`config.mk`:
```
export PLATFORM = sky130hd
export DESIGN_NAME = bus_arbiter_mc
export DESIGN_NICKNAME = d
export VERILOG_FILES = /design/src/rtl/bus_arbiter_mc.sv
export SDC_FILE = /design/constraint.sdc
export NUM_CORES = 1
export LEC_CHECK = 0
export BUFFER_PORTS_ARGS = -buffer_cell sky130_fd_sc_hd__buf_2
export CAP_MARGIN = 20
export CORE_UTILIZATION = 50
export DETAILED_ROUTE_END_ITERATION = 16
export PLACE_DENSITY = 0.82
export SLEW_MARGIN = 20
export SYNTH_ARGS = -nofsm -noshare
export SYNTH_HDL_FRONTEND = slang
export SYNTH_SLANG_ARGS = --single-unit
```
`constraint.sdc`:
```
create_clock -name clk -period 3.4 [get_ports clk]
set_input_delay 0.34 -clock clk [delete_from_list [all_inputs] [get_ports clk]]
set_output_delay 0.34 -clock clk [all_outputs]
set_load 0.01 [all_outputs]
```
`src/rtl/bus_arbiter_mc.sv`:
```
// Shared broadcast-bus arbiter: grants one pending driver FIFO, pops its head packet,
// then pushes it to one destination, to every driver except the source, or drops it.
module bus_arbiter_mc #(
  parameter int pckg_sz = 16,
  parameter int drvrs = 4,
  parameter int id_sz = 8,
  parameter logic [id_sz-1:0] bcst_id = {id_sz{1'b1}}
) (
  input  logic                       clk,
  input  logic                       reset,
  input  logic [drvrs-1:0]           pndng,
  input  logic [drvrs*pckg_sz-1:0]   D_pop,
  input  logic                       arb_mode,
  output logic [drvrs-1:0]           pop,
  output logic [drvrs-1:0]           push,
  output logic [pckg_sz-1:0]         D_push,
  output logic                       busy,
  output logic [15:0]                drop_cnt,
  output logic [1:0]                 state_dbg
);

  // Handshake: pop is a one-cycle strobe to the granted driver, which must keep
  // pndng high until that strobe; push is a one-cycle strobe with D_push valid
  // while any push bit is set. Neither side can stall the other.

  localparam int GW = $clog2(drvrs);
  localparam logic [drvrs-1:0] ONE = {{(drvrs-1){1'b0}}, 1'b1};

  typedef enum logic [1:0] {IDLE = 2'd0, POP = 2'd1, DELIVER = 2'd2} state_t;

  state_t               state, state_nxt;
  logic [GW-1:0]        grant, grant_nxt;
  logic [GW-1:0]        last_grant, last_nxt;
  logic [GW-1:0]        winner;
  logic [drvrs-1:0]     pop_nxt, push_nxt, push_dec;
  logic [pckg_sz-1:0]   dpush_nxt, pop_pkt;
  logic [id_sz-1:0]     pop_id, pkt_id;
  logic [15:0]          drop_nxt;
  logic                 pkt_drop;
  int                   rr_idx;

  assign busy      = (state != IDLE);
  assign state_dbg = state;

  // Arbitration: descending scans so the highest-priority candidate is written last.
  always_comb begin
    winner = '0;
    rr_idx = 0;
    if (arb_mode) begin
      for (int i = drvrs - 1; i >= 0; i--)
        if (pndng[i]) winner = GW'(i);
    end else begin
      for (int k = drvrs; k >= 1; k--) begin
        rr_idx = (int'(last_grant) + k) % drvrs;
        if (pndng[rr_idx]) winner = GW'(rr_idx);
      end
    end
  end

  // Destination decode of the packet being popped; broadcast wins over a colliding unicast ID.
  always_comb begin
    pop_pkt = D_pop[int'(grant)*pckg_sz +: pckg_sz];
    pop_id  = pop_pkt[pckg_sz-1 -: id_sz];
    if (pop_id == bcst_id)
      push_dec = ~(ONE << grant);
    else if (32'(pop_id) < drvrs)
      push_dec = ONE << pop_id;
    else
      push_dec = '0;
  end

  // D_push doubles as the packet register, so the drop decision reads it back.
  assign pkt_id   = D_push[pckg_sz-1 -: id_sz];
  assign pkt_drop = (pkt_id != bcst_id) && !(32'(pkt_id) < drvrs);

  always_comb begin
    state_nxt = state;
    grant_nxt = grant;
    last_nxt  = last_grant;
    pop_nxt   = '0;
    push_nxt  = '0;
    dpush_nxt = D_push;
    drop_nxt  = drop_cnt;
    case (state)
      IDLE: begin
        if (|pndng) begin
          state_nxt = POP;
          grant_nxt = winner;
          last_nxt  = winner;
          pop_nxt   = ONE << winner;
        end
      end
      POP: begin
        state_nxt = DELIVER;
        push_nxt  = push_dec;
        dpush_nxt = pop_pkt;
      end
      DELIVER: begin
        state_nxt = IDLE;
        if (pkt_drop && (drop_cnt != 16'hFFFF)) drop_nxt = drop_cnt + 16'd1;
      end
      default: state_nxt = IDLE;
    endcase
  end

  always_ff @(posedge clk or negedge reset) begin
    if (!reset) begin
      state      <= IDLE;
      grant      <= '0;
      last_grant <= GW'(drvrs - 1);
      pop        <= '0;
      push       <= '0;
      D_push     <= '0;
      drop_cnt   <= '0;
    end else begin
      state      <= state_nxt;
      grant      <= grant_nxt;
      last_grant <= last_nxt;
      pop        <= pop_nxt;
      push       <= push_nxt;
      D_push     <= dpush_nxt;
      drop_cnt   <= drop_nxt;
    end
  end

endmodule

```
==> impl_metrics.tcl, run 1 <==
set metrics [dict create \
    status "finished with violations" \
    violations "design-rule violations" \
    synth_commonest_cells "44 x dfrtp_1, 18 x mux2_2, 10 x nand2_1" \
    critPathKind "flop to flop" \
    crit_family "flip-flops" \
    async_reset_ff_share_pct 100 \
    ys.warnings.count 0 \
    crit_required_ps 3580 \
    cts_resized 0 \
    finalCritPeriodShare_pct 68.3 \
    ys_seq_elements 46 \
    drtIter0Drc 211 \
    setup_viol 0 \
    worst-path-buf-inv 1 \
    clock_sink_count 46 \
    clockBufferDepth 2 \
    synthMostInstantiatedCell "dfrtp_1" \
    worst-path-stages 5 \
    r2r_cells 5 \
    worst_path_max_delay_cell "dfrtp_1" \
    yosysTopAreaCell "dfrtp_1" \
    seq_power_share_pct 39.3 \
    cts_tree "built" \
    port-buffer-count 113 \
    maxSlewViolCount 0 \
    cp_max_fo 11 \
    r2r_setup_slack_ps 1080 \
    initial_core_util_pct 52.0 \
    syn2layout_area_growth_pct 30.1 \
    cpPeakStageDelay_ps 660 \
    cts.clk_slew.worst_paths_ps 90 \
    first_pass_iters 10 \
    antenna_left 0 \
    core-area_sq_um 4720 \
    vias_per_cell 5.54 \
    cap_violations 0 \
    synthTopCellsByArea "dfrtp_1 45%, mux4_1 8.6%, mux2_2 8.3%" \
    totalWireLength_um 5980 \
    wl_per_cell_um 16.0 \
    p_clk_share_pct 16.6 \
    post-route-min-period_ps 2320 \
    cp_cell_sequence "buf_4, mux4_2, nor3_1, nand4b_1, o31ai_1" \
    cts_setup_buffers 0 \
    rows 25 \
    hold_viol 0 \
    synth_fp_nets 264 \
    fp.dieW_um 72.1 \
    power_density_nw_per_um2 756 \
    p_leak_uw 0.00156 \
    slew_headroom_pct 48.1 \
    postCtsHoldBufs 0 \
    vias 2072 \
    netSwitchingPower_uw 879 \
    startpoint_type "flop" \
    mappedNetlistArea_sq_um 2450 \
    synth_edf_count 0 \
    peakVddDrop_mv 0.482 \
    crit_arrival_ps 2510 \
    worstHoldPathType "primary input to async pin" \
    fillers 365 \
    post-route-util_pct 67.6 \
    insertion_delay_ps 290 \
    fmax_mhz 431 \
    yosysUniqueCellTypes 42 \
    numCtsBuffers 5 \
    rsz0062_at_grt "no" \
    die_area_sq_um 5190 \
    cts-root-buf "clkbuf_8" \
    grt_pass1_vias 1994 \
    yosys.area.top_type_share_pct 44.9 \
    drive_above_1_share_pct 50.2 \
    combPwrFrac_pct 44.2 \
    swShare_pct 36.4 \
    synth_ff_type "dfrtp_1" \
    routabilityCongestion 0.849 \
    finClkSkew_ps 9.67 \
    dp.final_hpwl_um 4760 \
    die-height_um 72.1 \
    track_usage_pct 24.3 \
    setup_tns_ps 0 \
    ioPinCount 114 \
    grt_overflow_total 0 \
    nNetsFinal 378 \
    grt_antenna_before_repair 0 \
    grt_max_degree 47 \
    drc 2 \
    h-tree-depth 2 \
    grt_pass1_wl_um 9500 \
    synthCells 192 \
    cp-end-kind "flop" \
    synth_seq_area_share_pct 47.0 \
    synth.avg_cell_area_sq_um 12.8 \
    worst_pin_slew_ps 771 \
    power.internal_uw 1540 \
    diodes 0 \
]
-- metal layers --
layer  routed length [um]  GRT usage, %  vias to the layer above
li1                     -             -                      969
met1                 2500          30.3                     1008
met2                 3090          41.0                       83
met3                  286          5.56                       12
met4                  113          9.80                        0
met5                    0             0                        -
-- cell type report --
| class | count | area [sq um] | area share (%) |
|---|---|---|---|
| multi-input cells | 133 | 1240 | 38.9 |
| clock inverters | 3 | 43.8 | 1.37 |
| clock buffers | 5 | 68.8 | 2.16 |
| flip-flops and latches | 46 | 1150 | 36.1 |
| well taps | 67 | 83.8 | 2.63 |
| inverters | 5 | 18.8 | 0.588 |
| repair buffers | 115 | 583 | 18.3 |
-- power groups by stage --
stage	Combinational (uW)	Sequential [uW]	Clock (uW)
after global placement	1040	939	0
final	1070	948	400
after detailed placement	1070	955	0
after floorplan	711	948	0
after CTS	1080	945	408
after global routing	1160	979	425
-- kinds of logic (layout without fill, tap and decap cells) --
kind of cell / count (synthesis) / in the layout / synth area share [%]
flops: 46 / 46 / 47.0
buf+inv: 13 / 128 / 2.45
compound gates: 21 / 21 / 5.81
simple gates: 62 / 62 / 14.7
xor+xnor: 14 / 14 / 5.00
fa+ha+maj: 1 / 1 / 0.510
mux: 35 / 35 / 24.6
-- final timing paths --
kind	startpoint	endpoint
worst max-delay path	grant[0]$_DFFE_PN0P_	push[0]$_DFF_PN0_
worst min-delay path	reset	D_push[3]$_DFFE_PN0P_
worst max register to register	grant[0]$_DFFE_PN0P_	push[0]$_DFF_PN0_
worst min register to register	drop_cnt[5]$_DFFE_PN0P_	drop_cnt[5]$_DFFE_PN0P_
max in group asynchronous	reset	last_grant[1]$_DFFE_PN1P_
min in group clk	arb_mode	pop[1]$_DFF_PN0_
-- worst register-to-register path, delay by kind of cell, from the launching register on --
kind	cells	cell delay [ps]
multiplexers	1	560
AO/OA/AOI/OAI	1	270
buffers and inverters	1	310
flip-flops	1	660
AND/OR/NAND/NOR	2	420
-- per-stage QoR --
| stage | std cells | hold slack (ps) | setup WS [ps] | power (uW) | cell area (sq um) |
|---|---|---|---|---|---|
| 2_1_floorplan | 192 | 44.4 | 1510 | 1660 | 2450 |
| 3_3_place_gp | 366 | 467 | 1250 | 1980 | 3080 |
| 3_5_place_dp | 366 | 475 | 1120 | 2030 | 3080 |
| 4_1_cts | 374 | 240 | 1080 | 2430 | 3190 |
| 5_1_grt | 374 | 81.7 | 950 | 2560 | 3190 |
| 6_report | 374 | 28.4 | 1080 | 2420 | 3190 |
-- cell usage in the layout (no fill, tap or decap), types with 2 or more instances in the layout --
| cell | Yosys | final |
|---|---|---|
| dfrtp_1 | 44 | 44 |
| clkbuf_8 | 0 | 5 |
| mux2_2 | 18 | 18 |
| nand3_1 | 8 | 8 |
| and4_1 | 3 | 3 |
| mux4_1 | 8 | 8 |
| xor2_1 | 6 | 6 |
| xnor2_1 | 8 | 8 |
| nand2_1 | 10 | 10 |
| o21a_1 | 4 | 4 |
| nand4_1 | 6 | 6 |
| nand2b_1 | 2 | 2 |
| buf_2 | 2 | 112 |
| nor3b_1 | 2 | 2 |
| o22ai_1 | 2 | 2 |
| inv_1 | 5 | 5 |
| nor3_1 | 5 | 5 |
| or2_2 | 2 | 2 |
| buf_4 | 0 | 3 |
| nor2b_1 | 3 | 3 |
| nor4_1 | 4 | 4 |
| nor2_1 | 5 | 5 |
| o21ai_0 | 6 | 6 |
| dfstp_2 | 2 | 2 |
| or3_1 | 2 | 2 |
| o32ai_1 | 4 | 4 |
| mux4_2 | 8 | 8 |
| and3_1 | 4 | 4 |
-- sequential cells by signal, indices dropped and copies added, names as in the netlist --
register	count
D_push	16
drop_cnt	16
grant	2
last_grant	2
pop	4
push	4
state_dbg	2
Power figures use the tool's default switching activity.
==> inputs of run 2 (changes only) <==
--- a/config.mk
+++ b/config.mk
@@ -5,11 +5,12 @@
 export SDC_FILE = /design/constraint.sdc
 export NUM_CORES = 1
 export LEC_CHECK = 0
+export ABC_AREA = 1
 export BUFFER_PORTS_ARGS = -buffer_cell sky130_fd_sc_hd__buf_2
 export CAP_MARGIN = 20
-export CORE_UTILIZATION = 50
+export CORE_UTILIZATION = 49
 export DETAILED_ROUTE_END_ITERATION = 16
-export PLACE_DENSITY = 0.82
+export PLACE_DENSITY = 0.77
 export SLEW_MARGIN = 20
 export SYNTH_ARGS = -nofsm -noshare
 export SYNTH_HDL_FRONTEND = slang
==> constraint.sdc (replaced) <==
create_clock -name clk -period 2.2 [get_ports clk]
set_input_delay 0.22 -clock clk [delete_from_list [all_inputs] [get_ports clk]]
set_output_delay 0.22 -clock clk [all_outputs]
set_load 0.01 [all_outputs]
==> run 2 against run 1 <==
Effect of this change:
- the run ends with negative hold slack left
- synthesized cell count is 120% higher
- clock skew fell by 2.8 ps
- count of clock-buffer cells in the layout increased by 1
- non-clock buffer count increased by 6
- first-iteration DRC count fell by 26%
- critical path depth is 3 higher
- critical path type unchanged
- largest cell class unchanged
==> impl_metrics.tcl, run 2 <==
set metrics [dict create \
    post-route-cell-area_sq_um 3600 \
    cp_max_fo 23 \
    antenna_left 0 \
    whs_ps -8.71 \
    cts-root-buf "clkbuf_8" \
    grt_overflow_total 0 \
    syn2layout_area_growth_pct 23.4 \
    p_leak_uw 0.00191 \
    crit_required_ps 2440 \
    clock_sink_count 46 \
    grt_max_degree 38 \
    power_density_nw_per_um2 1110 \
    mappedNetlistArea_sq_um 2920 \
    violations "negative hold slack" \
    fp.dieW_um 79.2 \
    die-height_um 79.2 \
    wl_per_cell_um 12.8 \
    synthCells 416 \
    finClkSkew_ps 6.89 \
    dp.final_hpwl_um 5940 \
    rows 27 \
    h-tree-depth 2 \
    drtIter0Drc 156 \
    vias_per_cell 5.11 \
    power_uw 3980 \
    hold_viol 15 \
    cts_setup_buffers 0 \
    grt_pass1_vias 2863 \
    postCtsHoldBufs 0 \
    rsz0062_at_grt "no" \
    status "finished with violations" \
    final_cell_mix "179 x nand2_1, 113 x buf_2, 44 x dfrtp_1, 26 x nor2_1, 25 x inv_1" \
    die_area_sq_um 6280 \
    port-buffer-count 113 \
    setup_viol 0 \
    synth_ff_type "dfrtp_1" \
    ys.warnings.count 0 \
    synthTopCellsByArea "dfrtp_1 38%, nand2_1 23%, o21ai_0 3.9%" \
    initial_core_util_pct 51.8 \
    cap_violations 0 \
    cts.clk_slew.worst_paths_ps 90 \
    routabilityCongestion 0.914 \
    ys_seq_elements 46 \
    place_ws_ps 352 \
    finalCritPeriodShare_pct 85.7 \
    crit_arrival_ps 2120 \
    drc 0 \
    r2r_cells 8 \
    top_regs "D_push (16), drop_cnt (16)" \
    synth.avg_cell_area_sq_um 7.02 \
    cp-end-kind "flop" \
    core-area_sq_um 5640 \
    track_usage_pct 26.5 \
    fmax_mhz 531 \
    maxSlewViolCount 0 \
    nNetsFinal 602 \
    yosysUniqueCellTypes 35 \
    place_area_sq_um 3520 \
    synthMostInstantiatedCell "nand2_1" \
    final_common_cell "nand2_1" \
    grt_antenna_before_repair 0 \
    worst_pin_slew_ps 801 \
    worstHoldPathType "primary input to async pin" \
    post-route-min-period_ps 1880 \
    first_pass_iters 4 \
    synth_fp_nets 488 \
    grt_pass1_wl_um 13000 \
    insertion_delay_ps 310 \
    cts_resized 0 \
    vias 3081 \
    slew_headroom_pct 46.6 \
    setup_tns_ps 0 \
    numCtsBuffers 5 \
    ioPinCount 114 \
    synth_commonest_cells "179 x nand2_1, 44 x dfrtp_1, 26 x nor2_1" \
    synth_edf_count 0 \
    peakVddDrop_mv 0.636 \
    yosys.area.top_type_share_pct 37.7 \
    synth_seq_area_share_pct 39.5 \
    async_reset_ff_share_pct 100 \
    startpoint_type "flop" \
    post-route-util_pct 63.9 \
    yosysTopAreaCell "dfrtp_1" \
    drive_above_1_share_pct 28.2 \
    fin_ws_ps 315 \
    critPathKind "flop to flop" \
    cts_tree "built" \
    clockBufferDepth 2 \
    diodes 0 \
    totalWireLength_um 7750 \
]
run 2: power by group:
part / total (uW) / internal (uW) / switching [uW]
clock: 514 / 221 / 293
combinational: 2070 / 739 / 1330
sequential: 1400 / 1120 / 283
run 2: per-layer routing:
layer,part of all wire (%),wire (um),GRT usage [%],vias to the layer above
li1,-,-,-,1564
met3,6.8,526,5.63,9
met5,0,0,0,-
met1,44,3440,33.8,1407
met2,47,3670,44.1,101
met4,1.3,104,9.27,0
run 2: cell type report:
cell class | instances | area (sq um)
Sequential cell | 46 | 1150
Multi-Input combinational cell | 327 | 1540
Clock inverter | 2 | 10.0
Timing Repair Buffer | 121 | 626
Fill cell | 526 | 2040
Tap cell | 72 | 90.1
Inverter | 29 | 114
Clock buffer | 6 | 72.6
run 2: cells by family (layout without fill, tap and decap cells):
group	Yosys count	count (layout)	share of synthesized area, %
and+or+nand+nor	269	269	39.5
DFF	46	46	39.5
AOI/OAI and AO/OA	43	43	8.57
buffers and inverters	43	158	7.84
xor gates and xnor gates	14	14	4.20
adders and majority gates	1	1	0.428
run 2: per-stage QoR:
stage / instances / hold WS (ps)
4_1_cts: 603 / 18.5
3_5_place_dp: 595 / 360
3_3_place_gp: 595 / 355
6_report: 603 / -8.71
5_1_grt: 603 / 62.6
2_1_floorplan: 416 / -75.6
run 2: path summary, 6_finish.rpt:
path / from / endpoint / slack [ps]
worst max-delay path: grant[0]$_DFFE_PN0P_ / push[1]$_DFF_PN0_ / 320
worst min-delay path: reset / D_push[10]$_DFFE_PN0P_ / -9
worst max register to register: grant[0]$_DFFE_PN0P_ / push[1]$_DFF_PN0_ / 320
worst min register to register: D_push[4]$_DFFE_PN0P_ / D_push[4]$_DFFE_PN0P_ / 480
max in group asynchronous: reset / D_push[5]$_DFFE_PN0P_ / 1600
min in group clk: D_pop[38] / D_push[6]$_DFFE_PN0P_ / 200
run 2: worst max-delay path, cell delays in order (launching register included):
cell     delay, ps
dfrtp_1        800
inv_6          180
nand3_2        100
nand2_1         50
nor2_1         170
nand2_1        120
nor2_4         150
nand4_1        100
a21oi_1        140
